--- src/rtl/goertzel_pkg.sv ---
// Shared definitions for the Goertzel tone-detection path: power width,
// default scaling shift and the debounce state encoding.
package goertzel_pkg;

  localparam int GOERTZEL_POWER_W = 64;
  localparam int GOERTZEL_SHIFT   = 35;

  typedef enum logic [1:0] {
    OFF,
    PEND_ON,
    ON,
    PEND_OFF
  } det_state_t;

endpackage

--- src/rtl/goertzel_power_scale.sv ---
// Combinational power scaling: right shift by SHIFT, then clamp to OUT_W bits
// with a flag raised whenever the clamp engaged.
module goertzel_power_scale
  import goertzel_pkg::*;
#(
  parameter int SHIFT = GOERTZEL_SHIFT,
  parameter int OUT_W = 32
) (
  input  logic [GOERTZEL_POWER_W-1:0] power,
  output logic [OUT_W-1:0]            power_scaled,
  output logic                        power_sat
);

  localparam logic [GOERTZEL_POWER_W-1:0] MAX_VAL =
    {{(GOERTZEL_POWER_W-OUT_W){1'b0}}, {OUT_W{1'b1}}};

  function automatic logic [OUT_W:0] shift_sat(input logic [GOERTZEL_POWER_W-1:0] p);
    logic [GOERTZEL_POWER_W-1:0] s;
    s = p >> SHIFT;
    if (s > MAX_VAL) shift_sat = {1'b1, {OUT_W{1'b1}}};
    else             shift_sat = {1'b0, s[OUT_W-1:0]};
  endfunction

  assign {power_sat, power_scaled} = shift_sat(power);

endmodule

--- src/rtl/goertzel_tone_detector.sv ---
// Captures each Goertzel block power on a ready rising edge, scales it, and
// debounces an on/off hysteresis comparison into a stable tone-present flag.
module goertzel_tone_detector
  import goertzel_pkg::*;
#(
  parameter int SHIFT     = GOERTZEL_SHIFT,
  parameter int OUT_W     = 32,
  parameter int ON_COUNT  = 3,
  parameter int OFF_COUNT = 3,
  parameter int CNT_W     = 16
) (
  input  logic                        clock,
  input  logic                        reset,
  input  logic                        ready,
  input  logic [GOERTZEL_POWER_W-1:0] power,
  input  logic [OUT_W-1:0]            thr_on,
  input  logic [OUT_W-1:0]            thr_off,
  output logic                        result_valid,
  output logic [OUT_W-1:0]            power_scaled,
  output logic                        power_sat,
  output logic                        detect,
  output logic                        detect_change,
  output logic [CNT_W-1:0]            block_count
);

  localparam int MAX_CNT = (ON_COUNT > OFF_COUNT) ? ON_COUNT : OFF_COUNT;
  localparam int RUN_W   = $clog2(MAX_CNT + 1);
  localparam logic [RUN_W-1:0] RUN_ONE  = RUN_W'(1);
  localparam logic [RUN_W-1:0] ON_LAST  = RUN_W'(ON_COUNT);
  localparam logic [RUN_W-1:0] OFF_LAST = RUN_W'(OFF_COUNT);
  localparam logic [CNT_W-1:0] CNT_ONE  = CNT_W'(1);

  logic             ready_d;
  logic             vld_p0;
  logic [OUT_W-1:0] scaled_p0;
  logic             sat_p0;

  logic             vld_p1;
  logic [OUT_W-1:0] scaled_p1;
  logic             sat_p1;
  logic [CNT_W-1:0] count_p1;

  det_state_t       state_p2, state_nxt;
  logic [RUN_W-1:0] run_p2, run_nxt, run_inc;
  logic             chg_p2, chg_nxt, det_nxt;
  logic             above, below;

  // ready_d resets high so a level already present at reset release is ignored
  assign vld_p0 = ready & ~ready_d;

  goertzel_power_scale #(
    .SHIFT (SHIFT),
    .OUT_W (OUT_W)
  ) u_scale (
    .power        (power),
    .power_scaled (scaled_p0),
    .power_sat    (sat_p0)
  );

  // Stage 1: capture scaled result on the ready edge
  always_ff @(posedge clock) begin
    if (reset) begin
      ready_d   <= 1'b1;
      vld_p1    <= 1'b0;
      scaled_p1 <= '0;
      sat_p1    <= 1'b0;
      count_p1  <= '0;
    end else begin
      ready_d <= ready;
      vld_p1  <= vld_p0;
      if (vld_p0) begin
        scaled_p1 <= scaled_p0;
        sat_p1    <= sat_p0;
        count_p1  <= count_p1 + CNT_ONE;
      end
    end
  end

  // Stage 2: hysteresis debounce, evaluated only on result cycles
  assign above   = scaled_p1 >= thr_on;
  assign below   = scaled_p1 <  thr_off;
  assign run_inc = run_p2 + RUN_ONE;

  always_comb begin
    state_nxt = state_p2;
    run_nxt   = run_p2;
    if (vld_p1) begin
      unique case (state_p2)
        OFF: if (above) begin
          if (ON_COUNT == 1) state_nxt = ON;
          else begin
            state_nxt = PEND_ON;
            run_nxt   = RUN_ONE;
          end
        end
        PEND_ON: if (above) begin
          if (run_inc == ON_LAST) begin
            state_nxt = ON;
            run_nxt   = '0;
          end else run_nxt = run_inc;
        end else begin
          state_nxt = OFF;
          run_nxt   = '0;
        end
        ON: if (below) begin
          if (OFF_COUNT == 1) state_nxt = OFF;
          else begin
            state_nxt = PEND_OFF;
            run_nxt   = RUN_ONE;
          end
        end
        PEND_OFF: if (below) begin
          if (run_inc == OFF_LAST) begin
            state_nxt = OFF;
            run_nxt   = '0;
          end else run_nxt = run_inc;
        end else begin
          state_nxt = ON;
          run_nxt   = '0;
        end
        default: begin
          state_nxt = OFF;
          run_nxt   = '0;
        end
      endcase
    end
    det_nxt = (state_nxt == ON) || (state_nxt == PEND_OFF);
    chg_nxt = det_nxt != detect;
  end

  always_ff @(posedge clock) begin
    if (reset) begin
      state_p2 <= OFF;
      run_p2   <= '0;
      chg_p2   <= 1'b0;
    end else begin
      state_p2 <= state_nxt;
      run_p2   <= run_nxt;
      chg_p2   <= chg_nxt;
    end
  end

  assign result_valid  = vld_p1;
  assign power_scaled  = scaled_p1;
  assign power_sat     = sat_p1;
  assign block_count   = count_p1;
  assign detect        = (state_p2 == ON) || (state_p2 == PEND_OFF);
  assign detect_change = chg_p2;

endmodule

--- config.mk ---
export PLATFORM = sky130hd
export DESIGN_NAME = goertzel_tone_detector
export DESIGN_NICKNAME = d
export VERILOG_FILES = /design/src/rtl/goertzel_pkg.sv /design/src/rtl/goertzel_power_scale.sv /design/src/rtl/goertzel_tone_detector.sv
export SDC_FILE = /design/constraint.sdc
export NUM_CORES = 1
export LEC_CHECK = 0
export ABC_AREA = 1
export CAP_MARGIN = 40
export CORE_AREA = 3 3 96 98
export DETAILED_ROUTE_END_ITERATION = 6
export DIE_AREA = 0 0 99 101
export PLACE_DENSITY_LB_ADDON = 0.12
export RECOVER_POWER = 25
export SLEW_MARGIN = 15
export SYNTH_ARGS = -nofsm -noshare
export SYNTH_HDL_FRONTEND = slang
export SYNTH_SLANG_ARGS = --single-unit
--- constraint.sdc ---
create_clock -name clock -period 2.5 [get_ports clock]
set_input_delay 0.5 -clock clock [delete_from_list [all_inputs] [get_ports clock]]
set_output_delay 0.5 -clock clock [all_outputs]
set_load 0.005 [all_outputs]
**Yosys cells after proc, flatten, opt, wreduce, memory -nomap -nowiden**

Index checks and enable logic that the tools add are counted.

- ROM bits: 0
- Output and inout port bits: 52
- Bits in writable memories: 0
- Memories kept: 0
- Input port bits: 131
- Logic and storage cells: 43
- Register bits: 56
- Latch bits: 0

- Shifts and indexed selects: 0
- Equality and inequality tests: 9
- Multipliers: 0
- Div/mod/pow operators: 0
- Bitwise gates (word level): 2
- Muxes and demuxes: 15
- Reduce and logical (&&, ||, !) cells: 4
- Add/subtract/negate cells: 2
- $lt $le $gt $ge: 3

Operators with widths:

| operator | number |
|---|---|
| two-way mux 33 bit | 1 |
| >= comparator 32 bit | 1 |
| greater-than comparator 29 x 32 -> 1 bit, second input constant | 1 |
| less-than comparator 32 bit | 1 |
| two-way mux 2 bit | 12 |
| adder 16 x 1 -> 16 bit, second input constant | 1 |
| one-hot mux 2 bit (4 select lines) | 2 |
| equality test 2 bit, second input constant | 5 |
| inequality test 2 bit, second input constant | 2 |
| AND reduction 3 bit | 1 |
| adder 2 x 1 -> 2 bit, second input constant | 1 |
| equality test 2 x 1 -> 1 bit, second input constant | 1 |
| zero test 2 bit | 1 |
| logical OR 1 bit | 2 |
| bitwise AND 1 bit | 1 |
| inequality test 1 bit | 1 |
| NOT 1 bit | 1 |

**Logic depth before layout (Yosys ltp)**

Gate-level depths: netlist of the first run.

- Word-level depth: 9
- Gate-level depth with buffers: 18
- Gate-level depth less buffers: 18

**Hierarchy**

A second synthesis of the first run with hierarchy kept.

- Cells, all modules: 610
- Area, all modules: 4159.0 µm²

By module, submodules not included:

| module | cells each | times used | area an instance (µm²) | seq. area each (µm²) |
|---|---|---|---|---|
| goertzel_tone_detector | 576 | 1 | 3907.5 | 1121.1 |
| goertzel_power_scale | 34 | 1 | 251.5 | 0.0 |

**Least setup slack after synthesis of the first run**

Ideal clock, no wire load.

- Path type: input to register
- From: input thr_off[5]
- To: register run_p2[0]
- Buffers on the path: 0
- Data required time: 2.386 ns
- Slack: 0.677 ns
- Data arrival time: 1.709 ns
- Setup time: 0.114 ns
- Stages: 14
- Cells stage by stage: inv_1 > ha_1 > a21oi_1 > nor2_1 > nor3_1 > nand2_1 > nand2_1 > nand2_1 > nand2_2 > nand2_1 > nand2_1 > nand2_4 > a21oi_1 > nor2_1

- Cells in the longest elaborated chain, start to end: 3
- Elaborated cells between the ends (all ways): 5
- Those cells by class: 1 x order compare; 1 x eq/ne; 2 x mux; 1 x reduce/logical

RTL lines:

| what | line | source |
|---|---|---|
| start, declared | goertzel_tone_detector.sv:17 | `input logic [OUT_W-1:0] thr_off,` |
| less-than comparator 32 bit * | goertzel_tone_detector.sv:81 | `assign below = scaled_p1 < thr_off;` |
| two-way mux 2 bit or inequality test 2 bit (tied branches) | n/a |  |
| one-hot mux 2 bit (4 select lines) or AND reduction 3 bit (tied branches) | n/a |  |
| end signal, assigned | goertzel_tone_detector.sv:138 | `run_p2 <= run_nxt;` |
| end, declared | goertzel_tone_detector.sv:44 | `logic [RUN_W-1:0] run_p2, run_nxt, run_inc;` |

Every way passes the cells marked *; elsewhere a longest branch is shown, timed or not.
A chain may end at the register's enable or synchronous reset.

**Worst setup path after layout of the first run**

- From: input thr_on[11]
- To: register run_p2[0]

- Cells in the longest elaborated chain, start to end: 3
- Elaborated cells between the ends (all ways): 5
- Those cells by class: 1 x order compare; 1 x eq/ne; 2 x mux; 1 x reduce/logical

RTL lines:

| what | line | source |
|---|---|---|
| start, declared | goertzel_tone_detector.sv:16 | `input logic [OUT_W-1:0] thr_on,` |
| >= comparator 32 bit * | goertzel_tone_detector.sv:80 | `assign above = scaled_p1 >= thr_on;` |
| two-way mux 2 bit or inequality test 2 bit (tied branches) | n/a |  |
| one-hot mux 2 bit (4 select lines) or AND reduction 3 bit (tied branches) | n/a |  |

Marks and branches as above.

==> results.json, run 1 <==
{
  "status": "finished clean",
  "core.rowCount": 34,
  "netlist_top_cells_area": "dfxtp_1 28%, ha_1 19%, nor2_1 9.7%",
  "cp-end-kind": "flop",
  "grt_pass1_wl_um": 15800,
  "cp.required_ns": 2.72,
  "cts_resized": 0,
  "drt_first_pass_iters": 4,
  "first_global_vias": 3648,
  "synthAdderAreaFrac_pct": 19.3,
  "gr-total-overflow": 0,
  "muxShareOfSynthArea_pct": 0,
  "min_path_type": "reg -> reg",
  "cellLeakagePower_nw": 2.59,
  "wirelength_um": 9520,
  "start_util_pct": 44.0,
  "root_buffer": "clkbuf_8",
  "seq_area_frac_synth_pct": 27.7,
  "dp_hpwl_um": 7820,
  "slew_violations": 0,
  "place_congestion": 0.837,
  "ant_nets": 0,
  "synth_compound_area_share_pct": 11.7,
  "grt_util_all_layers_pct": 18.9,
  "critPathLaunchType": "input port",
  "cts_made_buffers": 5,
  "period_share_pct": 86.9,
  "cts_tree": "built",
  "fmax_mhz": 460,
  "maxCapViolCount": 0,
  "viasPerCell": 4.75,
  "dpl_cell_area_um2": 5270,
  "ys_ff_latch": 52,
  "yosysTopAreaCellShare_pct": 27.7,
  "syn-mean-instance-area_um2": 6.90,
  "die_x_um": 99,
  "grt_max_degree": 36,
  "die_h_um": 101,
  "final_cell_area_um2": 5350,
  "vias": 3786,
  "fin_worst_skew_ns": 0.0129,
  "pin_count": 183,
  "synthToLayoutAreaGrowth_pct": 42.2,
  "htree_levels": 2,
  "yosys_warnings": 0,
  "post_drt_wl_per_cell_um": 11.9,
  "die-area_um2": 10000,
  "hold_viol_final": 0,
  "io_buffers": 143,
  "slew_headroom_pct": 46.5,
  "cts.clk_slew.worst_paths_ns": 0.11,
  "setup_violations": 0,
  "synth-xor-area-share_pct": 0.698,
  "path_max_fanout": 4,
  "total_power_mw": 1.88,
  "initialDrtViolationCount": 55,
  "drive_above_1_share_pct": 5.37,
  "synth_area_leader_cell": "dfxtp_1",
  "synth_top_family_by_area": "simple AND/OR/NAND/NOR gates",
  "tightest_slew_ns": 0.803,
  "cts.hold.buffers_added": 0,
  "synth.distinct_cells": 37,
  "post_cts_buffers": 0,
  "clock_sinks": 52,
  "clockBufferDepth": 2,
  "n_antenna_cell": 0,
  "synth-simple-area-share_pct": 27.4,
  "ir_worst_vdd_uv": 233,
  "p_per_area_nw_per_um2": 352,
  "nets": 877,
  "core_area_um2": 8550,
  "drc": 0,
  "worstSkewPairLatency_ns": 0.32,
  "antenna_found_initial": 0,
  "syn_area_um2": 3760,
  "cp.arrival_ns": 2.39,
  "rsz0062_at_grt": "no",
  "synthCells": 546,
  "crit_type": "in -> reg",
  "finalCriticalPeriod_ns": 2.17
}
==> cells in the mapped netlist <==
| cell type | count |
|---|---|
| nor2_1 | 97 |
| inv_1 | 96 |
| nand2_1 | 77 |
| ha_1 | 58 |
| dfxtp_1 | 52 |
| o21ai_0 | 39 |
| a21oi_1 | 37 |
| nand3_1 | 15 |
| clkbuf_1 | 11 |
| nand2_2 | 9 |
| nor3_1 | 6 |
| o21ai_1 | 6 |
| nand4_1 | 5 |
| buf_4 | 4 |
| inv_2 | 4 |
| nor3_2 | 4 |
| xor2_1 | 3 |
| a21o_1 | 2 |
| and3_1 | 2 |
| nor2_2 | 2 |
| a21oi_2 | 1 |
| and3_4 | 1 |
| buf_6 | 1 |
| bufbuf_16 | 1 |
| clkinv_1 | 1 |
| conb_1 | 1 |
| nand2_4 | 1 |
| nand3_2 | 1 |
| nand3b_1 | 1 |
| nand4_4 | 1 |
| nor2_4 | 1 |
| nor3_4 | 1 |
| nor3b_1 | 1 |
| nor4_1 | 1 |
| nor4_2 | 1 |
| o21a_1 | 1 |
| or2_2 | 1 |
==> cell type report <==
class,instances,area [µm²]
flip-flops and latches,52,1040
well taps,108,135
repair buffers,149,1470
clock inverters,3,28.8
multi-input cells,379,2230
fillers,786,3200
clock buffers,5,68.8
inverters,101,379
==> kinds of logic (layout without fill, tap and decap cells) <==
family	count (synthesis)	after routing
AO/OA/AOI/OAI	86	86
XOR/XNOR	3	3
adder cells (fa/ha/maj)	58	58
buffers and inverters	118	258
flip-flops	52	52
other	1	4
AND/OR/NAND/NOR	228	228
==> routing by layer <==
layer | track usage (%) | up-vias | share of wire (%)
met5 | 0 | - | 0
met2 | 35.5 | 99 | 50
met1 | 22.6 | 1678 | 43
met3 | 3.88 | 4 | 5.7
met4 | 2.84 | 0 | 0.51
li1 | - | 2005 | -
==> critical path, stage by stage <==
cell and delay, ns:
clkdlybuf4s50_1 0.45, inv_1 0.04, ha_1 0.29, nand2_1 0.07, nor2_1 0.15, nand3_1 0.11
nor2_1 0.13, nor2_1 0.05, nand2_1 0.09, nand2_2 0.08, nand3_2 0.07, nand2_2 0.05
inv_2 0.08, nand2_4 0.06, a21oi_1 0.12, nor2_1 0.05
==> path summary, 6_finish.rpt <==
check,from,end,slack [ns],cells past startpoint
worst min register to register,power_scaled[0]$_SDFFE_PP0P_,power_scaled[0]$_SDFFE_PP0P_,0.48,2
worst min-delay path,power_scaled[0]$_SDFFE_PP0P_,power_scaled[0]$_SDFFE_PP0P_,0.48,2
worst max register to register,power_scaled[27]$_SDFFE_PP0P_,run_p2[0]$_SDFFE_PP0P_,0.64,11
worst max-delay path,thr_on[11],run_p2[0]$_SDFFE_PP0P_,0.33,16
==> power by group <==
| part | internal, mW | leakage, nW | switching (mW) |
|---|---|---|---|
| Sequential | 0.856 | 0.423 | 0.0294 |
| Combinational | 0.269 | 2.11 | 0.187 |
| Clock | 0.213 | 0.0511 | 0.328 |
| Total | 1.34 | 2.59 | 0.545 |
==> registers in the layout, summed over array words and instances (netlist names) <==
name	count
power_scaled	29
block_count	16
run_p2	2
state_p2	2
detect_change	1
ready_d	1
result_valid	1
==> cell usage in the layout (no fill, tap or decap), types with 2 or more instances in the layout <==
master	n
a21o_1	2
a21oi_1	37
and3_1	3
buf_4	3
clkbuf_1	2
clkbuf_8	5
clkdlybuf4s50_1	141
conb_1	4
dfxtp_1	52
dlygate4sd3_1	2
ha_1	58
inv_1	97
inv_2	3
inv_6	2
nand2_1	78
nand2_2	8
nand3_1	15
nand4_1	5
nor2_1	97
nor2_2	2
nor3_1	6
nor3_2	4
o21ai_0	39
o21ai_1	6
xor2_1	3
==> per-stage QoR <==
step	setup WS (ns)	utilization, %	hold WS [ns]	std cells	TNS (ns)
detailed placement	-0.0321	61.7	0.461	789	-0.0452
global route	0.0746	62.6	0.496	797	0
finish	0.326	62.6	0.477	797	0
floorplan	0.677	-	0.461	549	0
CTS	0.288	62.8	0.479	797	0
global placement	-0.00315	61.7	0.460	789	-0.00315
(Power assumes the default switching activity.)
==> run 2: changes to the inputs <==
CORE_AREA = 3 3 100 102   (was 3 3 96 98)
DIE_AREA = 0 0 103 105   (was 0 0 99 101)
HOLD_SLACK_MARGIN = 0.03   (was unset)
SYNTH_HIERARCHICAL = 1   (was unset)
==> results.json, run 2 <==
{
  "status": "finished clean",
  "die_x_um": 103,
  "cellLeakagePower_nw": 2.79,
  "wirelength_um": 10700,
  "ir_worst_vdd_uv": 238,
  "fin_worst_skew_ns": 0.0122,
  "yosysMostFrequentCell": "nor2_1",
  "synthCells": 610,
  "n_antenna_cell": 0,
  "crit_top_cell": "nand2_1",
  "grt_pass1_wl_um": 17300,
  "tightest_slew_ns": 0.823,
  "maxCapViolCount": 0,
  "rsz0062_at_grt": "no",
  "fmax_mhz": 433,
  "met3WireLength_um": 706,
  "grt_max_degree": 37,
  "drc": 0,
  "post_cts_buffers": 0,
  "htree_levels": 2,
  "die-area_um2": 10800,
  "crit_type": "in -> reg",
  "async_flop_share_pct": 0,
  "p_sw_share_pct": 27.1,
  "p_per_area_nw_per_um2": 368,
  "clockBufferDepth": 2,
  "p_switching_uw": 561,
  "stdcell_count": 840,
  "cts.clk_slew.worst_paths_ns": 0.11,
  "intPower_mw": 1.51,
  "antenna_found_initial": 0,
  "seq_area_frac_synth_pct": 27.0,
  "clock_sinks": 56,
  "largest_register_ffs": 32,
  "period_share_pct": 92.3,
  "netlist_top_cells_area": "dfxtp_1 27%, ha_1 19%, nor2_1 9.6%",
  "setup_violations": 0,
  "slew_headroom_pct": 45.1,
  "place_congestion": 0.818,
  "path_max_fanout": 4,
  "r2r_setup_slack_ns": 0.46,
  "slew_violations": 0,
  "ant_nets": 0,
  "route.top_layer_used": "met4",
  "core_area_um2": 9200,
  "routedLengthMet1_um": 4710,
  "vias": 3985,
  "cts_made_buffers": 5,
  "post_drt_wl_per_cell_um": 12.7,
  "synthToLayoutAreaGrowth_pct": 35.1,
  "viasPerCell": 4.74,
  "grt_util_all_layers_pct": 19.6,
  "dp.cells": 832,
  "drt_first_pass_iters": 4,
  "synthFlopType": "dfxtp_1",
  "cts_tree": "built",
  "synth_area_leader_cell": "dfxtp_1",
  "start_util_pct": 45.2,
  "cp.arrival_ns": 2.53,
  "seqPwrFrac_pct": 46.2,
  "initialDrtViolationCount": 107,
  "crit_chain": "clkdlybuf4s50_1 -> inv_1 -> ha_1 -> nand2_1 -> nor2_1 -> nand3_1 -> nor2_1 -> nor2_1 -> nand2_1 -> nand2_1 -> nand3_1 -> nand2_1 -> inv_2 -> nand2_1 -> a21oi_1 -> nor2_1",
  "ys_ff_latch": 56,
  "cp.required_ns": 2.72,
  "syn-mean-instance-area_um2": 6.82,
  "max_stage_delay_ns": 0.49,
  "final_cell_mix": "146 x clkdlybuf4s50_1, 107 x nor2_1, 98 x nand2_1",
  "dr_wl_met2_um": 5170,
  "root_buffer": "clkbuf_8",
  "cts_resized": 0,
  "io_buffers": 147,
  "min_path_type": "reg -> reg",
  "yosys_warnings": 6,
  "drive_above_1_share_pct": 4.53,
  "dp_hpwl_um": 8480,
  "utilization_pct": 61.1,
  "first_global_vias": 3970,
  "power_frac_clock_pct": 30.2,
  "worstSkewPairLatency_ns": 0.32,
  "mostFrequentLayoutCell": "clkdlybuf4s50_1",
  "yosysTopAreaCellShare_pct": 27.0,
  "cp-end-kind": "flop",
  "cts.hold.buffers_added": 0,
  "fin_tns_setup_ns": 0,
  "core.rowCount": 35,
  "hold_viol_final": 0,
  "finalCriticalPeriod_ns": 2.31,
  "synth_enable_flop_cells": 0,
  "synth_common_cells": "106 x nor2_1, 98 x nand2_1, 95 x inv_1, 64 x ha_1, 56 x dfxtp_1",
  "die_h_um": 105,
  "syn_area_um2": 4160,
  "combPwrFrac_pct": 23.6,
  "pin_count": 183,
  "gr-total-overflow": 0,
  "nets": 923,
  "slowest_stage": "clkdlybuf4s50_1",
  "critPathLaunchType": "input port",
  "synth.distinct_cells": 32
}
## run 2: final cells by class
| cell class | count | area (µm²) |
|---|---|---|
| Timing Repair Buffer | 155 | 1520 |
| Sequential cell | 56 | 1120 |
| Multi-Input combinational cell | 407 | 2340 |
| Clock inverter | 2 | 38.8 |
| Inverter | 103 | 387 |
| Tap cell | 111 | 139 |
| Fill cell | 860 | 3580 |
| Clock buffer | 6 | 72.6 |
## run 2: critical path, delay by kind of cell
family,cells,cell delay (ns)
fa+ha+maj,1,0.29
buf+inv,3,0.61
simple gates,11,0.95
compound gates,1,0.16
## run 2: worst paths after layout
| kind | start | endpoint | depth (start not counted) |
|---|---|---|---|
| setup / recovery | thr_on[13] | run_p2[0]$_SDFFE_PP0P_ | 16 |
| hold / removal | block_count[15]$_SDFFE_PP0P_ | block_count[15]$_SDFFE_PP0P_ | 2 |
| setup reg to reg | block_count[0]$_SDFFE_PP0P_ | block_count[14]$_SDFFE_PP0P_ | 9 |
| hold reg to reg | block_count[15]$_SDFFE_PP0P_ | block_count[15]$_SDFFE_PP0P_ | 2 |
## run 2: power groups by stage
stage / Combinational, mW / Sequential, mW / Clock (mW)
after CTS: 0.498 / 0.958 / 0.646
after detailed placement: 0.494 / 0.978 / 0
after floorplan: 0.253 / 0.973 / 0
after global placement: 0.478 / 0.977 / 0
final: 0.488 / 0.957 / 0.625
after global routing: 0.558 / 0.963 / 0.678
## run 2: routing by layer
metal	up-vias	track usage (%)
met5	-	0
met4	0	3.42
met3	6	4.61
met2	106	35.3
met1	1758	23.4
li1	2115	-
## run 2: cell families after synthesis
kind of cell,share of synthesized area [%]
DFF,27.0
buffers and inverters,16.5
and+or+nand+nor,24.6
adders and majority gates,19.3
other,0.0902
xor gates and xnor gates,0.421
AOI/OAI and AO/OA,12.2
## run 2: per-stage QoR
stage | total power [mW] | hold WS (ns) | setup WS (ns) | area, µm²
detailed placement | 1.47 | 0.470 | -0.143 | 5540
global placement | 1.45 | 0.460 | -0.0677 | 5540
finish | 2.07 | 0.483 | 0.192 | 5620
CTS | 2.10 | 0.485 | 0.207 | 5650
floorplan | 1.23 | 0.461 | 0.649 | 4170
global route | 2.20 | 0.521 | 0.00340 | 5620
==> run 3: changes to the inputs <==
CELL_PAD_IN_SITES_DETAIL_PLACEMENT = 0   (was unset)
CELL_PAD_IN_SITES_GLOBAL_PLACEMENT = 1   (was unset)
CORE_AREA = 3 3 115 128   (was 3 3 100 102)
DIE_AREA = 0 0 118 131   (was 0 0 103 105)
SKIP_LAST_GASP = 1   (was unset)
==> results.json, run 3 (same netlist as run 2, synthesis figures left out) <==
{
  "cts.hold.buffers_added": 0,
  "holdWs_ns": 0.481,
  "hold_viol_final": 0,
  "intPower_mw": 1.59,
  "crit_type": "in -> reg",
  "grt_util_all_layers_pct": 14.6,
  "grt_pass1_wl_um": 18300,
  "p_switching_uw": 630,
  "maxCapViolCount": 0,
  "drc": 0,
  "gr-total-overflow": 0,
  "period_share_pct": 90.5,
  "die_h_um": 131,
  "viasPerCell": 4.35,
  "vias": 3990,
  "cellLeakagePower_nw": 2.82,
  "die_x_um": 118,
  "start_util_pct": 30.4,
  "cts.clk_slew.worst_paths_ns": 0.09,
  "cp.arrival_ns": 2.45,
  "multi_input_area_um2": 2340,
  "tightest_slew_ns": 0.852,
  "io_buffers": 147,
  "post_drt_wl_per_cell_um": 12.2,
  "power_frac_clock_pct": 35.1,
  "fin_tns_setup_ns": 0,
  "fillers": 1449,
  "grt_max_degree": 49,
  "antenna_found_initial": 0,
  "final_cell_mix": "145 x clkdlybuf4s50_1, 107 x nor2_1, 98 x nand2_1",
  "cts_resized": 0,
  "synthToLayoutAreaGrowth_pct": 38.7,
  "core.rowCount": 45,
  "status": "finished clean",
  "mostFrequentLayoutCell": "clkdlybuf4s50_1",
  "dp_hpwl_um": 8830,
  "post_cts_buffers": 0,
  "hold_path.startpoint": "block_count[15]$_SDFFE_PP0P_",
  "min_path_type": "reg -> reg",
  "initialDrtViolationCount": 145,
  "clock_sinks": 56,
  "cts_tree": "built",
  "worstReg2RegEnd": "block_count[14]$_SDFFE_PP0P_",
  "wirelength_um": 11200,
  "die-area_um2": 15500,
  "clockBufferDepth": 2,
  "pin_count": 183,
  "total_power_mw": 2.22,
  "r2r_setup_slack_ns": 0.51,
  "utilization_pct": 42.2,
  "rsz0062_at_grt": "no",
  "min_path_cells": 2,
  "first_global_vias": 3889,
  "root_buffer": "clkbuf_16",
  "p_per_area_nw_per_um2": 385,
  "core_area_um2": 13700,
  "finalCriticalPeriod_ns": 2.26,
  "slew_violations": 0,
  "nets": 924,
  "seq_area_um2": 1120,
  "ir_worst_vdd_uv": 262,
  "setup_violations": 0,
  "htree_levels": 2,
  "cts_made_buffers": 5,
  "worstSkewPairLatency_ns": 0.31,
  "cp-end-kind": "flop",
  "largest_register_ffs": 32,
  "seqPwrFrac_pct": 43.1,
  "ant_nets": 0,
  "path_max_fanout": 4,
  "critPathLaunchType": "input port",
  "drt_first_pass_iters": 5,
  "combPwrFrac_pct": 21.9,
  "r2r_cells": 9,
  "cp.required_ns": 2.69,
  "fmax_mhz": 442,
  "n_antenna_cell": 0,
  "p_sw_share_pct": 28.3,
  "drive_above_1_share_pct": 4.66,
  "fin_worst_skew_ns": 0.0108,
  "place_congestion": 0.805,
  "r2r-start": "block_count[0]$_SDFFE_PP0P_",
  "min_to": "block_count[15]$_SDFFE_PP0P_",
  "slew_headroom_pct": 43.2
}
[run 3: metal layers]
metal  vias to the layer above  track usage, %  wire length (µm)
met5                         -               0                 0
met4                         0            3.10                91
met3                         6            3.40               433
met2                        78            27.1              5620
met1                      1778            17.3              5080
li1                       2128               -                 -
[run 3: metrics by stage]
step	area, µm²	instances	worst slack, ns
2_1_floorplan	4170	613	0.649
3_3_place_gp	5640	910	-0.115
3_5_place_dp	5640	910	-0.0939
4_1_cts	5800	918	0.218
5_1_grt	5770	918	0.0181
6_report	5770	918	0.237
[run 3: power groups by stage]
stage	combinational (mW)	sequential (mW)	clock, mW
floorplan	0.253	0.973	0
global placement	0.489	0.979	0
detailed placement	0.496	0.979	0
CTS	0.500	0.959	0.816
global route	0.555	0.964	0.837
finish	0.486	0.957	0.779
[run 3: critical path, stage by stage]
cell	delay (ns)
clkdlybuf4s50_1	0.45
inv_1	0.05
nor2_1	0.22
clkinv_1	0.13
nor4_1	0.38
nand3_2	0.19
nor2_4	0.16
inv_2	0.05
nor3_2	0.12
xnor2_1	0.14
nor2_1	0.05
[run 3: area by class of cell]
class	count	share of cell area [%]
inverters	103	6.70
flip-flops and latches	56	19.4
repair buffers	156	26.6
well taps	188	4.08
clock inverters	3	0.499
clock buffers	5	2.17
multi-input cells	407	40.6
[run 3: how the worst max path moves through the flow]
| stage | start | end | cells past startpoint |
|---|---|---|---|
| 5_1_grt | thr_on[15] | run_p2[0]$_SDFFE_PP0P_ | 17 |
| 3_5_place_dp | thr_on[15] | run_p2[0]$_SDFFE_PP0P_ | 17 |
| 4_1_cts | thr_on[15] | run_p2[0]$_SDFFE_PP0P_ | 17 |
| 6_report | ready | block_count[14]$_SDFFE_PP0P_ | 11 |
| 3_3_place_gp | thr_on[15] | run_p2[0]$_SDFFE_PP0P_ | 17 |
| 2_1_floorplan | thr_on[15] | run_p2[0]$_SDFFE_PP0P_ | 15 |
